--- config.mk ---
export PLATFORM = sky130hd
export DESIGN_NAME = uart_load_sched
export DESIGN_NICKNAME = d
export VERILOG_FILES = /design/src/rtl/uart_sched_pkg.sv /design/src/rtl/uart_sched_tmo.sv /design/src/rtl/uart_load_sched.sv
export SDC_FILE = /design/constraint.sdc
export NUM_CORES = 1
export LEC_CHECK = 0
export ABC_AREA = 1
export BUFFER_PORTS_ARGS = -buffer_cell sky130_fd_sc_hd__buf_2
export CAP_MARGIN = 20
export CORE_MARGIN = 10
export CORE_UTILIZATION = 55
export CTS_CLUSTER_DIAMETER = 80
export DETAILED_ROUTE_END_ITERATION = 8
export GPL_ROUTABILITY_DRIVEN = 0
export GPL_TIMING_DRIVEN = 0
export PLACE_DENSITY = 0.8
export SKIP_LAST_GASP = 1
export SLEW_MARGIN = 30
export SYNTH_ARGS = -nofsm -noshare
export SYNTH_HDL_FRONTEND = slang
export SYNTH_SLANG_ARGS = --single-unit
--- constraint.sdc ---
create_clock -name clk -period 1.8 [get_ports clk]
set_input_delay 0.36 -clock clk [delete_from_list [all_inputs] [get_ports clk]]
set_output_delay 0.36 -clock clk [all_outputs]
set_load 0.01 [all_outputs]
--- src/rtl/uart_sched_pkg.sv ---
// Shared types and constants for the UART load scheduler.
package uart_sched_pkg;

    typedef enum logic [2:0] {
        S_IDLE, S_PICK, S_ADDR, S_BREQ, S_XFER, S_REL, S_FIN
    } state_e;

    localparam int NUM_SEG = 5;

    // Segment indices: bit position in seg_mask / pend.
    localparam logic [2:0] SEG_KERNEL = 3'd0;
    localparam logic [2:0] SEG_WEIGHT = 3'd1;
    localparam logic [2:0] SEG_BIAS   = 3'd2;
    localparam logic [2:0] SEG_IMAGE  = 3'd3;
    localparam logic [2:0] SEG_RESULT = 3'd4;

    // Codes the UART unit expects on UnUc_wr_sel.
    localparam logic [2:0] WR_SEL_KERNEL = 3'd0;
    localparam logic [2:0] WR_SEL_WEIGHT = 3'd1;
    localparam logic [2:0] WR_SEL_BIAS   = 3'd2;
    localparam logic [2:0] WR_SEL_IMAGE  = 3'd3;
    localparam logic [2:0] WR_SEL_RESULT = 3'd4;

    function automatic logic [2:0] wr_sel_code(input logic [2:0] seg);
        case (seg)
            SEG_WEIGHT: return WR_SEL_WEIGHT;
            SEG_BIAS:   return WR_SEL_BIAS;
            SEG_IMAGE:  return WR_SEL_IMAGE;
            SEG_RESULT: return WR_SEL_RESULT;
            default:    return WR_SEL_KERNEL;
        endcase
    endfunction

    // Index of the lowest set bit; 0 when nothing is set.
    function automatic logic [2:0] lowest_set(input logic [NUM_SEG-1:0] p);
        logic [2:0] r;
        r = '0;
        for (int i = NUM_SEG - 1; i >= 0; i--) begin
            if (p[i]) r = 3'(i);
        end
        return r;
    endfunction

endpackage

--- src/rtl/uart_sched_tmo.sv ---
// Per-segment transfer timeout counter with terminal-count flag.
module uart_sched_tmo
    import uart_sched_pkg::*;
#(
    parameter int              TMO_W   = 24,
    parameter logic [TMO_W-1:0] TMO_MAX = 24'hFF_FFFF
) (
    input  logic clk,
    input  logic rst,
    input  logic clr,
    input  logic en,
    output logic tc
);

    // Terminal count one short of TMO_MAX so that exactly TMO_MAX XFER cycles elapse.
    localparam logic [TMO_W-1:0] TMO_LAST = TMO_W'(TMO_MAX - 1);

    logic [TMO_W-1:0] cnt_q, cnt_d;

    // Next count: clear wins over enable.
    always_comb begin
        cnt_d = cnt_q;
        if (clr)     cnt_d = '0;
        else if (en) cnt_d = cnt_q + 1'b1;
    end

    // Count register.
    always_ff @(posedge clk or posedge rst) begin
        if (rst) cnt_q <= '0;
        else     cnt_q <= cnt_d;
    end

    assign tc = en && (cnt_q == TMO_LAST);

endmodule

--- src/rtl/uart_load_sched.sv ---
// Sequences UART segment loads: picks each requested segment in index order,
// loads its start address, arbitrates for the bus and waits for completion or timeout.
module uart_load_sched
    import uart_sched_pkg::*;
#(
    parameter int               TMO_W       = 24,
    parameter logic [TMO_W-1:0] TMO_MAX     = 24'hFF_FFFF,
    parameter logic [27:0]      KERNEL_BASE = 28'h000_0000,
    parameter logic [27:0]      WEIGHT_BASE = 28'h010_0000,
    parameter logic [27:0]      BIAS_BASE   = 28'h020_0000,
    parameter logic [27:0]      IMAGE_BASE  = 28'h030_0000,
    parameter logic [27:0]      RESULT_BASE = 28'h040_0000
) (
    input  logic        clk,
    input  logic        rst,
    input  logic        start,
    input  logic [4:0]  seg_mask,
    input  logic        abort,
    output logic        bus_req,
    input  logic        bus_gnt,
    output logic        uart_en,
    output logic [2:0]  UnUc_wr_sel,
    output logic        link_write,
    output logic        link_read,
    output logic [27:0] UnUb_initAddr,
    output logic        UnUb_initAddrEn,
    input  logic        wdone,
    input  logic        rdone,
    output logic        busy,
    output logic        done,
    output logic        err,
    output logic [2:0]  err_seg
);

    state_e      state_q, state_d;
    logic [4:0]  pend_q, pend_d;
    logic [2:0]  cur_seg_q, cur_seg_d;
    logic        err_q, err_d;
    logic [2:0]  err_seg_q, err_seg_d;

    logic        is_result, seg_done, tmo_tc, in_seg;
    logic [27:0] seg_base;

    assign is_result = (cur_seg_q == SEG_RESULT);
    // Only the done input matching the transfer direction counts.
    assign seg_done  = is_result ? rdone : wdone;

    uart_sched_tmo #(.TMO_W(TMO_W), .TMO_MAX(TMO_MAX)) u_tmo (
        .clk (clk),
        .rst (rst),
        .clr (state_q == S_BREQ && bus_gnt),
        .en  (state_q == S_XFER),
        .tc  (tmo_tc)
    );

    // Base address of the segment being processed.
    always_comb begin
        case (cur_seg_q)
            SEG_WEIGHT: seg_base = WEIGHT_BASE;
            SEG_BIAS:   seg_base = BIAS_BASE;
            SEG_IMAGE:  seg_base = IMAGE_BASE;
            SEG_RESULT: seg_base = RESULT_BASE;
            default:    seg_base = KERNEL_BASE;
        endcase
    end

    // Next-state, pending-mask and error bookkeeping; abort overrides everything.
    always_comb begin
        state_d   = state_q;
        pend_d    = pend_q;
        cur_seg_d = cur_seg_q;
        err_d     = err_q;
        err_seg_d = err_seg_q;
        case (state_q)
            S_IDLE: if (start && seg_mask != '0) begin
                pend_d    = seg_mask;
                err_d     = 1'b0;
                err_seg_d = '0;
                state_d   = S_PICK;
            end
            S_PICK: if (pend_q == '0) begin
                state_d = S_FIN;
            end else begin
                cur_seg_d = lowest_set(pend_q);
                state_d   = S_ADDR;
            end
            S_ADDR: state_d = S_BREQ;
            S_BREQ: if (bus_gnt) state_d = S_XFER;
            S_XFER: if (seg_done) begin
                // Completion beats a coincident timeout.
                pend_d[cur_seg_q] = 1'b0;
                state_d           = S_REL;
            end else if (tmo_tc) begin
                err_d     = 1'b1;
                err_seg_d = cur_seg_q;
                pend_d    = '0;
                state_d   = S_REL;
            end
            S_REL:   state_d = S_PICK;
            S_FIN:   state_d = S_IDLE;
            default: state_d = S_IDLE;
        endcase
        if (abort && state_q != S_IDLE) begin
            state_d   = S_IDLE;
            pend_d    = '0;
            err_d     = err_q;
            err_seg_d = err_seg_q;
        end
    end

    // State and bookkeeping registers.
    always_ff @(posedge clk or posedge rst) begin
        if (rst) begin
            state_q   <= S_IDLE;
            pend_q    <= '0;
            cur_seg_q <= '0;
            err_q     <= 1'b0;
            err_seg_q <= '0;
        end else begin
            state_q   <= state_d;
            pend_q    <= pend_d;
            cur_seg_q <= cur_seg_d;
            err_q     <= err_d;
            err_seg_q <= err_seg_d;
        end
    end

    // Outputs decoded from state so abort and reset silence them at once.
    always_comb begin
        in_seg          = (state_q == S_ADDR) || (state_q == S_BREQ) ||
                          (state_q == S_XFER) || (state_q == S_REL);
        uart_en         = in_seg;
        UnUc_wr_sel     = in_seg ? wr_sel_code(cur_seg_q) : '0;
        UnUb_initAddrEn = (state_q == S_ADDR);
        UnUb_initAddr   = (state_q == S_ADDR) ? seg_base : '0;
        bus_req         = (state_q == S_BREQ) || (state_q == S_XFER);
        link_write      = (state_q == S_XFER) && bus_gnt && !is_result;
        link_read       = (state_q == S_XFER) && bus_gnt && is_result;
        busy            = (state_q != S_IDLE);
        done            = (state_q == S_FIN);
        err             = err_q;
        err_seg         = err_seg_q;
    end

endmodule
==> impl_metrics.csv <==
group,metric,value,unit
cts,cts_tree,"done",
critical_path,reg2reg_depth,10,
grt,grt_max_degree,28,
grt,grt_use_total,0.174,
sta,setup-violations-final,4,
route,drc,0,
power_and_ir_drop,intPower,2.02,mW
sta,maxSlewViolCount,0,
route,wl_per_cell,12.8,um
sta,worst_slew_pin_slew,0.563,ns
critical_path,crit_path_start_kind,"register",
sta,slew_headroom,0.625,
grt,grt_pass1_vias,2580,
yosys,syn_area_per_cell,6.70,um2
placed_design,dp.cells,502,
sta,fin_hold_ws,0.000825,ns
floorplan,io_pins,54,
critical_path,crit_cells,5,
critical_path,crit_fanout,5,
floorplan,die_area,0.00799,mm2
yosys,ys_ff_latch,39,
sta,fmax,0.548,GHz
yosys,synth_area,0.00265,mm2
power_and_ir_drop,seqPwrFrac,0.352,
worst_hold_path,hp-class,"primary input to asynchronous set/reset pin",
sta,skew,0.00684,ns
sta,rsz0062_at_grt,"true",
route,vias,2620,
finish,fin_nets,479,
yosys,synth_cell_types,29,
sta,fin_ws,-0.0250,ns
critical_path,cp.arrival,1.47,ns
cts,cts_buffers,5,
floorplan,start_util,0.564,
sta,finalHoldViolations,0,
critical_path,slowest_delay,0.48,ns
cts,h-tree-depth,2,
critical_path,end_kind,"primary output",
placed_design,dpl_worst_slack,-0.0595,ns
floorplan,die_x,89.4,um
cts,cts.root.buffer_cell,"clkbuf_8",
finish,syn_to_final_growth,23.9,%
flow_run,drv_cap,0,
yosys,postSynthCellCount,395,
critical_path,slowest_stage,"dfrtp_2",
critical_path,required,1.44,ns
critical_path,crit_path_cell_trace,"nor2_4 > nand2_4 > buf_12 > nor3b_2 > buf_2",
grt,grt_remaining_overflow,0,
power_and_ir_drop,pwr-share-comb,0.460,
power_and_ir_drop,p_leak,1.77,nW
power_and_ir_drop,clkPwrFrac,0.188,
yosys,yosysWarnings,0,
critical_path,reg2reg_slack,0.01,ns
finish,drive_gt1_frac,0.249,
yosys,synthDominantAreaCellType,"dfrtp_1",
critical_path,r2r-start,"state_q[2]",
power_and_ir_drop,vdd_drop_max,0.909,mV
finish,fin_cells,520,
power_and_ir_drop,power_per_cell_area,1070,mW/mm2
cts,cts_buffer_depth,2,
yosys,synthTopCellsByArea,"dfrtp_1 (37%), nand2_1 (15%), nor2_1 (9.6%)",
yosys,ys_seq_area_frac,0.369,
route,wl,6.67,mm
critical_path,crit_buf_inv,2,
floorplan,rows,25,
critical_path,crit_family,"flip-flops",
critical_path,reg2reg_to,"u_tmo.cnt_q[15]",
route,final_antenna_net_count,0,
placed_design,io_buffers,28,
finish,final_cell_mix,"nand2_1 (100), nor2_1 (62), inv_1 (45), buf_4 (37), dfrtp_1 (36)",
sta,fin_crit_sh,1.01,
route,drt-vias-per-instance,5.04,
floorplan,die_h,89.4,um
grt,grt_pass1_wl,11.1,mm
power_and_ir_drop,p_total,3.51,mW
floorplan,coreArea,0.00469,mm2
critical_path,crit_end,"link_write",
cts,clk_latency,0.29,ns
cts,clk_pin_slew,0.08,ns
critical_path,critPathKind,"register to primary output",
power_and_ir_drop,p_sw_frac,0.425,
finish,antennaDiodeCount,0,
cts,cts_sinks,39,
finish,final_common_cell,"nand2_1",
run_status,status,"finished with violations",
finish,num-fill-cells,380,
placed_design,dpl.hpwl,4.83,mm
yosys,synth_top_area_frac,0.369,
route,drt_iter0_drc,98,
run_status,violations,"negative setup slack",
grt,antenna_found_initial,0,
route,dr.pass1.iters,4,
critical_path,startpoint,"state_q[0]",
sta,finalCriticalPeriod,1.83,ns
power_and_ir_drop,net-switching-power,1.49,mW
-- flip-flops by register name (all words and copies together), names as in the netlist --
register and cells:
err 1, cur_seg_q 3, pend_q 5, err_seg 3, u_tmo.cnt_q 24, state_q 3
-- synthesized netlist by cell type --
master	n
nor2_1	68
nand2_4	1
nor3_2	1
nor2_4	2
nand4_1	14
o21ai_1	2
nor3_1	8
ha_1	2
o21bai_1	1
inv_2	1
nand2_2	3
nor3b_1	1
a31oi_1	2
nand2_1	103
buf_4	28
dfrtp_1	39
o21ai_0	18
nand3b_1	2
buf_2	3
a21oi_1	12
nor4_1	1
nand3_2	2
o22ai_1	1
inv_1	50
a21boi_2	1
conb_1	1
nor2_2	3
and3_1	2
nand3_1	23
-- power by group through the flow --
| stage | Combinational (mW) | Sequential [mW] | Clock, mW |
|---|---|---|---|
| final | 1.62 | 1.24 | 0.661 |
| after global routing | 1.79 | 1.26 | 0.708 |
| after CTS | 1.41 | 1.23 | 0.665 |
| after detailed placement | 1.25 | 1.22 | 0 |
| after global placement | 1.21 | 1.22 | 0 |
| after floorplan | 0.922 | 1.20 | 0 |
-- timing repair --
action | CTS | global route
endpoints found under the hold margin | 0 | 0
cloned | 0 | 0
pin swaps | 4 | 7
setup buffers | 7 | 4
gates resized for setup | 17 | 25
setup endpoints to repair | 10 | 38
hold buffers | 0 | 0
-- routing by layer --
| layer | track usage | part of all wire | routed length (um) |
|---|---|---|---|
| met1 | 0.199 | 0.40 | 2670 |
| met2 | 0.299 | 0.52 | 3480 |
| met3 | 0.0428 | 0.057 | 377 |
| met4 | 0.0751 | 0.022 | 146 |
| met5 | 0 | 0 | 0 |
-- logic make-up after synthesis --
logic type,synth area share
DFF,0.369
other,0.00142
buffers and inverters,0.157
adders and majority gates,0.00945
and+or+nand+nor,0.388
AOI/OAI and AO/OA,0.0747
-- layout make-up --
cell class	count	area, um2	share of cell area
tap	54	67.6	0.0206
inverter	51	199	0.0607
multi-input combinational	298	1440	0.440
sequential	39	980	0.299
clock buffer	8	100	0.0305
buffer	30	235	0.0717
timing repair buffer	40	256	0.0782
-- worst min-delay path by stage --
stage / endpoint / slack (ns) / cells after the start
after floorplan: pend_q[4] / 0.45 / 2
after global placement: err_seg[0] / 0.45 / 2
after detailed placement: u_tmo.cnt_q[19] / 0.33 / 2
after CTS: u_tmo.cnt_q[11] / 0.008 / 2
after global routing: u_tmo.cnt_q[19] / 0.03 / 2
final: u_tmo.cnt_q[17] / 0.0008 / 2
-- per-stage QoR --
stage / cell area [um2] / util / TNS (ns)
after floorplan: 2740 / - / 0
after global placement: 2940 / 0.627 / 0
after detailed placement: 2960 / 0.632 / -0.152
after CTS: 3170 / 0.677 / -0.0584
after global routing: 3280 / 0.699 / -0.853
final: 3280 / 0.699 / -0.0544
No activity file was read; power rests on OpenSTA's default activity.
